==> config.mk <==
export PLATFORM = sky130hd
export DESIGN_NAME = prga_decrypt_fsm
export DESIGN_NICKNAME = d
export VERILOG_FILES = /design/src/rtl/prga_decrypt_fsm.sv
export SDC_FILE = /design/constraint.sdc
export NUM_CORES = 1
export LEC_CHECK = 0
export CAP_MARGIN = 20
export CORE_ASPECT_RATIO = 0.8
export CORE_UTILIZATION = 45
export CTS_CLUSTER_DIAMETER = 60
export CTS_CLUSTER_SIZE = 24
export DETAILED_ROUTE_END_ITERATION = 10
export PLACE_DENSITY_LB_ADDON = 0.25
export SKIP_LAST_GASP = 1
export SLEW_MARGIN = 20
export SYNTH_ARGS = -nofsm -noshare
export SYNTH_HDL_FRONTEND = slang
export SYNTH_SLANG_ARGS = --single-unit
==> constraint.sdc <==
create_clock -name CLOCK_50 -period 2.4 [get_ports CLOCK_50]
set_clock_uncertainty 0.15 [all_clocks]
set_input_delay 0.36 -clock CLOCK_50 [delete_from_list [all_inputs] [get_ports CLOCK_50]]
set_output_delay 0.36 -clock CLOCK_50 [all_outputs]
set_load 0.1 [all_outputs]
==> src/rtl/prga_decrypt_fsm.sv <==
// prga_decrypt_fsm: RC4 keystream generator and decryptor.
// Runs after the KSA has filled s_memory. For each ciphertext byte it does one
// PRGA step: swap S[i] and S[j], then XOR S[S[i]+S[j]] with message_rom[k]
// and write the result to decrypted_ram[k]. Each byte takes 10 cycles.
// Optional build macro PLAINTEXT_CHECK_EN: abort early and clear key_valid
// when a decrypted byte is neither 'a'..'z' nor a space.
module prga_decrypt_fsm #(
  parameter int MSG_LEN = 32,
  parameter int MSG_AW  = 5
) (
  input  logic              CLOCK_50,
  input  logic              reset_n,
  input  logic              start,
  output logic              finish,
  output logic [7:0]        s_address,
  output logic [7:0]        s_data,
  output logic              s_wren,
  input  logic [7:0]        s_q,
  output logic [MSG_AW-1:0] m_address,
  input  logic [7:0]        m_q,
  output logic [MSG_AW-1:0] d_address,
  output logic [7:0]        d_data,
  output logic              d_wren,
  output logic              key_valid
);

  typedef enum logic [3:0] {
    IDLE, RD_I, WT_I, RD_J, WT_J, WR_I, WR_J, RD_F, WT_F, WR_D, NEXT, DONE
  } state_t;

  localparam logic [MSG_AW-1:0] K_LAST = MSG_AW'(MSG_LEN - 1);

  state_t            r_state, w_next;
  logic [7:0]        r_i, r_j, r_si, r_sj, r_f, r_enc;
  logic [MSG_AW-1:0] r_k;
  logic [7:0]        w_dec;
  logic              w_k_last;

  assign w_dec    = r_f ^ r_enc;
  assign w_k_last = (r_k == K_LAST);

`ifdef PLAINTEXT_CHECK_EN
  logic r_key_valid;
  logic w_bad;
  // Only lowercase letters and space count as plausible plaintext.
  assign w_bad     = !(((w_dec >= 8'h61) && (w_dec <= 8'h7A)) || (w_dec == 8'h20));
  assign key_valid = r_key_valid;
`else
  assign key_valid = 1'b1;
`endif

  // State register.
  always_ff @(posedge CLOCK_50) begin
    if (!reset_n) r_state <= IDLE;
    else          r_state <= w_next;
  end

  // Next-state sequencing and Moore-decoded memory port outputs.
  always_comb begin
    w_next    = r_state;
    finish    = 1'b0;
    s_address = 8'h00;
    s_data    = 8'h00;
    s_wren    = 1'b0;
    m_address = '0;
    d_address = '0;
    d_data    = 8'h00;
    d_wren    = 1'b0;
    case (r_state)
      IDLE: if (start) w_next = RD_I;
      RD_I: begin
        s_address = r_i + 8'd1;
        w_next    = WT_I;
      end
      WT_I: w_next = RD_J;
      RD_J: begin
        s_address = r_j;
        w_next    = WT_J;
      end
      WT_J: w_next = WR_I;
      WR_I: begin
        s_address = r_i;
        s_data    = r_sj;
        s_wren    = 1'b1;
        w_next    = WR_J;
      end
      WR_J: begin
        s_address = r_j;
        s_data    = r_si;
        s_wren    = 1'b1;
        w_next    = RD_F;
      end
      RD_F: begin
        // si/sj are the pre-swap values, so their sum equals S[i]+S[j] after the swap.
        s_address = r_si + r_sj;
        m_address = r_k;
        w_next    = WT_F;
      end
      WT_F: w_next = WR_D;
      WR_D: begin
        d_address = r_k;
        d_data    = w_dec;
        d_wren    = 1'b1;
`ifdef PLAINTEXT_CHECK_EN
        w_next    = w_bad ? DONE : NEXT;
`else
        w_next    = NEXT;
`endif
      end
      NEXT: w_next = w_k_last ? DONE : RD_I;
      DONE: begin
        finish = 1'b1;
        if (start) w_next = RD_I;
      end
      default: w_next = IDLE;
    endcase
  end

  // Index and byte registers, updated by the state that owns each one.
  always_ff @(posedge CLOCK_50) begin
    if (!reset_n) begin
      r_i   <= 8'h00;
      r_j   <= 8'h00;
      r_k   <= '0;
      r_si  <= 8'h00;
      r_sj  <= 8'h00;
      r_f   <= 8'h00;
      r_enc <= 8'h00;
`ifdef PLAINTEXT_CHECK_EN
      r_key_valid <= 1'b1;
`endif
    end else begin
      case (r_state)
        IDLE, DONE: if (start) begin
          r_i <= 8'h00;
          r_j <= 8'h00;
          r_k <= '0;
`ifdef PLAINTEXT_CHECK_EN
          r_key_valid <= 1'b1;
`endif
        end
        RD_I: r_i <= r_i + 8'd1;
        WT_I: begin
          r_si <= s_q;
          r_j  <= r_j + s_q;
        end
        WT_J: r_sj <= s_q;
        WT_F: begin
          r_f   <= s_q;
          r_enc <= m_q;
        end
`ifdef PLAINTEXT_CHECK_EN
        WR_D: if (w_bad) r_key_valid <= 1'b0;
`endif
        NEXT: if (!w_k_last) r_k <= r_k + MSG_AW'(1);
        default: ;
      endcase
    end
  end

endmodule
After elaboration in Yosys (flattened, before gate mapping). Cells that the tools add are included.

Add/sub/neg operators: 4. Equal/unequal tests: 14. Muxes and demuxes: 17. Bitwise gates (word level): 1. Reduce and logical (&&, ||, !) cells: 10.

Operators by type and width (count): $pmux 8 s2 (3); $pmux 4 s11 (1); $pmux 8 s4 (1); $mux 5 (4); $add 8x8->8 (2); $eq 4x3->1 const B (4); $eq 4x4->1 const B (4); $mux 8 (2); $pmux 5 s2 (1); $add 8x1->8 const B (1); $eq 4x2->1 const B (2); $mux 4 (2); $xor 8x8->8 (1); $reduce_bool 2->1 (3); $reduce_or 2->1 (3); $add 5x1->5 const B (1); $eq 5x5->1 const B (1); $eq 4x1->1 const B (1); $logic_not 4->1 (1); $reduce_and 2->1 (2); $mux 1 (3); $reduce_and 3->1 (1); $ne 2x1->1 const B (1); $ne 2x2->1 const B (1).

Bits in registers: 57. Bits of input ports: 19. Output and inout port bits: 38. Word-level logic and storage cells: 54.

Logic depth before layout (Yosys ltp).
Word-level depth: 4. Depth in mapped cells: 8. Mapped depth without buffers: 8.

Worst setup path after synthesis. OpenSTA, ideal clock, no wires.

Path kind: reg-to-output. Start: reg r_si[0]. End: out s_address[6]. Data arrival time: 2.876 ns. Required time: 1.890 ns. Setup slack: -0.986 ns. Cell stages (with the launch flop): 9. Buffers on the path: 0. Cell sequence: dfxtp_1 -> ha_1 -> inv_1 -> fa_1 -> nor2b_1 -> o21a_1 -> o2111a_1 -> a211oi_1 -> o211ai_1.

Word-level cells in the longest chain between the ends: 2.

Ends and longest elaborated chain: start, declared (RTL line 34) `logic [7:0] r_i, r_j, r_si, r_sj, r_f, r_enc;`; start signal, assigned (RTL line 144) `r_si <= s_q;`; $add 8x8->8 (RTL line 95) `s_address = r_si + r_sj;`; $pmux 8 s4 (RTL line 69) `case (r_state)`; end, declared (RTL line 15) `output logic [7:0] s_address,`.

No other way between the ends.

Worst setup path after layout. Ends and elaborated chain as after synthesis.

==> results.ini <==
[outcome]
status = finished, violations left
violations = negative setup slack

[placed_design]
gp_congestion = 0.895
numPortBuffers = 55
pre_cts_slack_ns = -0.219
place_hpwl_um = 7180

[power]
vdd_drop_max_uv = 407
power_mw = 2.35
p_per_area_mw_per_mm2 = 458
p_leak_nw = 1.94

[sta]
tightestPinTransition_ns = 1.02
setup-violations-final = 7
fin_crit_ns = 2.85
hold_viol = 0
slew_viol_final = 0
slew_headroom_pct = 31.8
rsz0062_at_grt = yes
fin_crit_sh_pct = 119
setup_slack_ns = -0.454
max_freq_mhz = 350

[clock_network]
path_clk_slew_ns = 0.06
cts_tree = built
cts_root_buf = clkbuf_8
cts-htree-levels = 3
hold_buffers = 0
cts.path.max_buffers = 2
numCtsBuffers = 9
clock_latency_ns = 0.33
clock-sinks = 57

[synthesis]
synth.most_common_cell = nand2_1
ys_ff_latch = 57
yosys_warnings = 0
synth.area.top_cells = dfxtp_1 33%, nand2_1 9.6%, a21oi_1 7.3%
synthCells = 455
synth_flop_cell = dfxtp_1
ys_async_sr_fraction_pct = 0
synth.distinct_cells = 57
synthesis.nets = 493
synth_enable_flop_cells = 0
ys_seq_area_share_pct = 32.8
syn_area_mm2 = 0.00348
synth_top_cell_area_share_pct = 32.8
synth_commonest_cells = 89 x nand2_1, 57 x dfxtp_1, 51 x a21oi_1
synth_top_cell_by_area = dfxtp_1
avgSynthCellArea_um2 = 7.65

[setup_path]
r2r_end = r_k[1]
critPathRequiredTime_ns = 1.89
path_class = reg -> out
crit_start = r_si[0]
max_stage_delay_ns = 0.37
ff2ff_setup_slack_ns = 0.32
crit_chain = ha_4, inv_2, fa_2, nor2b_1, o21a_1, o2111a_1, a211oi_2, o211ai_1, buf_12
crit_end = s_address[6]
path_delay_family = compound AO/OA/AOI/OAI gates
crit_cells = 9
worst-path-buf-inv = 2
r2r_cells = 8
crit_fanout = 3
r2r-start = r_k[0]
cp_data_arrival_time_ns = 2.34
start_kind = flip-flop
end_kind = output port
slowest_stage = dfxtp_4

[global_route]
grt_overflow = 0
antenna_found_initial = 0
grt_pass1_wl_um = 15800
grt_max_degree = 38
grtUsageTotal_pct = 25.5
grt_pass1_vias = 3295

[route]
ant_nets = 0
route.met3.wl_um = 609
drt-met1-wl_um = 4530
first_iter_violations = 170
drt-pass1-iter-count = 5
drc = 0
vias_per_cell = 5.54
routed_wl_um = 9830
maxUsedRoutingLayer = met4
wire_per_inst_um = 15.3
met2_length_um = 4490
vias = 3564

[flow_run]
timing.max_cap.violations = 0

[die]
ios = 57
die_h_um = 80.7
die_w_um = 100
core_mm2 = 0.00743
fp-row-count = 28
initial_utilization_pct = 46.9
dieArea_mm2 = 0.00809

[layout]
fin_nets = 571
antenna_cells = 0
syn_to_final_growth_pct = 47.5
drive_gt1_share_pct = 28.8

[worst_hold_path]
hold_class = reg -> reg

-- worst register-to-register path, cell delays in order, from the launching register on --
cell,delay (ns)
dfxtp_1,0.36
ha_1,0.22
and3_1,0.18
ha_1,0.17
nand2b_1,0.09
a41oi_1,0.23
nor2_1,0.27
mux2i_1,0.23
nor2_1,0.06
-- power by group --
part	internal [mW]	switching, mW	total [mW]
clock	0.398	0.386	0.784
sequential	0.982	0.0478	1.03
combinational	0.224	0.312	0.536
total	1.60	0.746	2.35
-- cell type report --
| class | count | area, um^2 |
|---|---|---|
| multi-input cells | 364 | 2420 |
| repair buffers | 92 | 1210 |
| inverters | 9 | 38.8 |
| clock buffers | 11 | 141 |
| well taps | 105 | 131 |
| flip-flops and latches | 57 | 1170 |
| clock inverters | 5 | 31.3 |
| fillers | 587 | 2290 |
-- layout by cell type (no fill, tap or decap), drive strengths merged, types with 2 or more instances in the layout --
cell type,instances
nand2,89
buf,73
dfxtp,57
a21oi,51
nor2,43
clkdlybuf4s50,18
xnor2,17
ha,17
o21ai,15
clkbuf,12
nor3,12
and2,12
nand2b,9
nand3,8
a22o,8
inv,8
xor2,7
a22oi,6
and3,5
or3,5
clkinv,5
a21o,4
nand3b,4
mux2i,4
a211oi,4
nor2b,3
o21a,3
o211ai,3
nor3b,3
a31oi,3
o2111a,2
a222oi,2
a221o,2
o21bai,2
a31o,2
a211o,2
fa,2
-- worst min-delay path by stage --
| stage | startpoint | endpoint | depth (start not counted) |
|---|---|---|---|
| 3_3_place_gp | r_enc[7] | r_enc[7] | 2 |
| 2_1_floorplan | r_j[7] | r_j[7] | 1 |
| 4_1_cts | r_enc[0] | r_enc[0] | 2 |
| 6_report | r_enc[7] | r_enc[7] | 2 |
| 5_1_grt | r_enc[7] | r_enc[7] | 2 |
| 3_5_place_dp | r_enc[0] | r_enc[0] | 2 |
-- metal layers --
layer | up-vias | GRT usage [%]
met5 | - | 0
met4 | 0 | 8.84
met3 | 22 | 7.05
met2 | 135 | 40.8
met1 | 1660 | 33.1
li1 | 1747 | -
-- through the flow --
step	area, um^2	hold WS [ns]	utilization [%]	instances	setup TNS, ns
after floorplan	3630	0.260	-	455	-1.86
after global placement	4810	0.306	64.8	623	-0.259
after detailed placement	4810	0.313	64.8	623	-0.653
after CTS	5060	0.323	68.2	641	-1.71
after global routing	5130	0.339	69.1	643	-2.57
final	5130	0.321	69.1	643	-1.95
-- flip-flops by register name (all words and copies together), names as in the netlist --
register and count:
r_sj 8, r_k 5, r_enc 8, r_i 8, r_j 8, r_f 8, r_si 8, r_state 4
-- repair_timing --
| action | 4_1_cts | 5_1_grt |
|---|---|---|
| resized for setup | 21 | 12 |
| setup endpoints to repair | 21 | 12 |
| pin swaps | 16 | 12 |
| setup buffers | 2 | 3 |
-- cells by family (layout without fill, tap and decap cells) --
kind of cell             count (synthesis)  after routing  share of synthesized area, %
AO/OA/AOI/OAI                          119            119                          22.2
other                                    1              1                         0.108
flip-flops                              57             57                          32.8
adder cells (fa/ha/maj)                 19             19                          7.26
multiplexers                             4              4                          1.15
buffers and inverters                   34            117                          4.17
XOR/XNOR                                24             24                          6.04
AND/OR/NAND/NOR                        197            197                          26.3
Power figures use the tool's default switching activity.
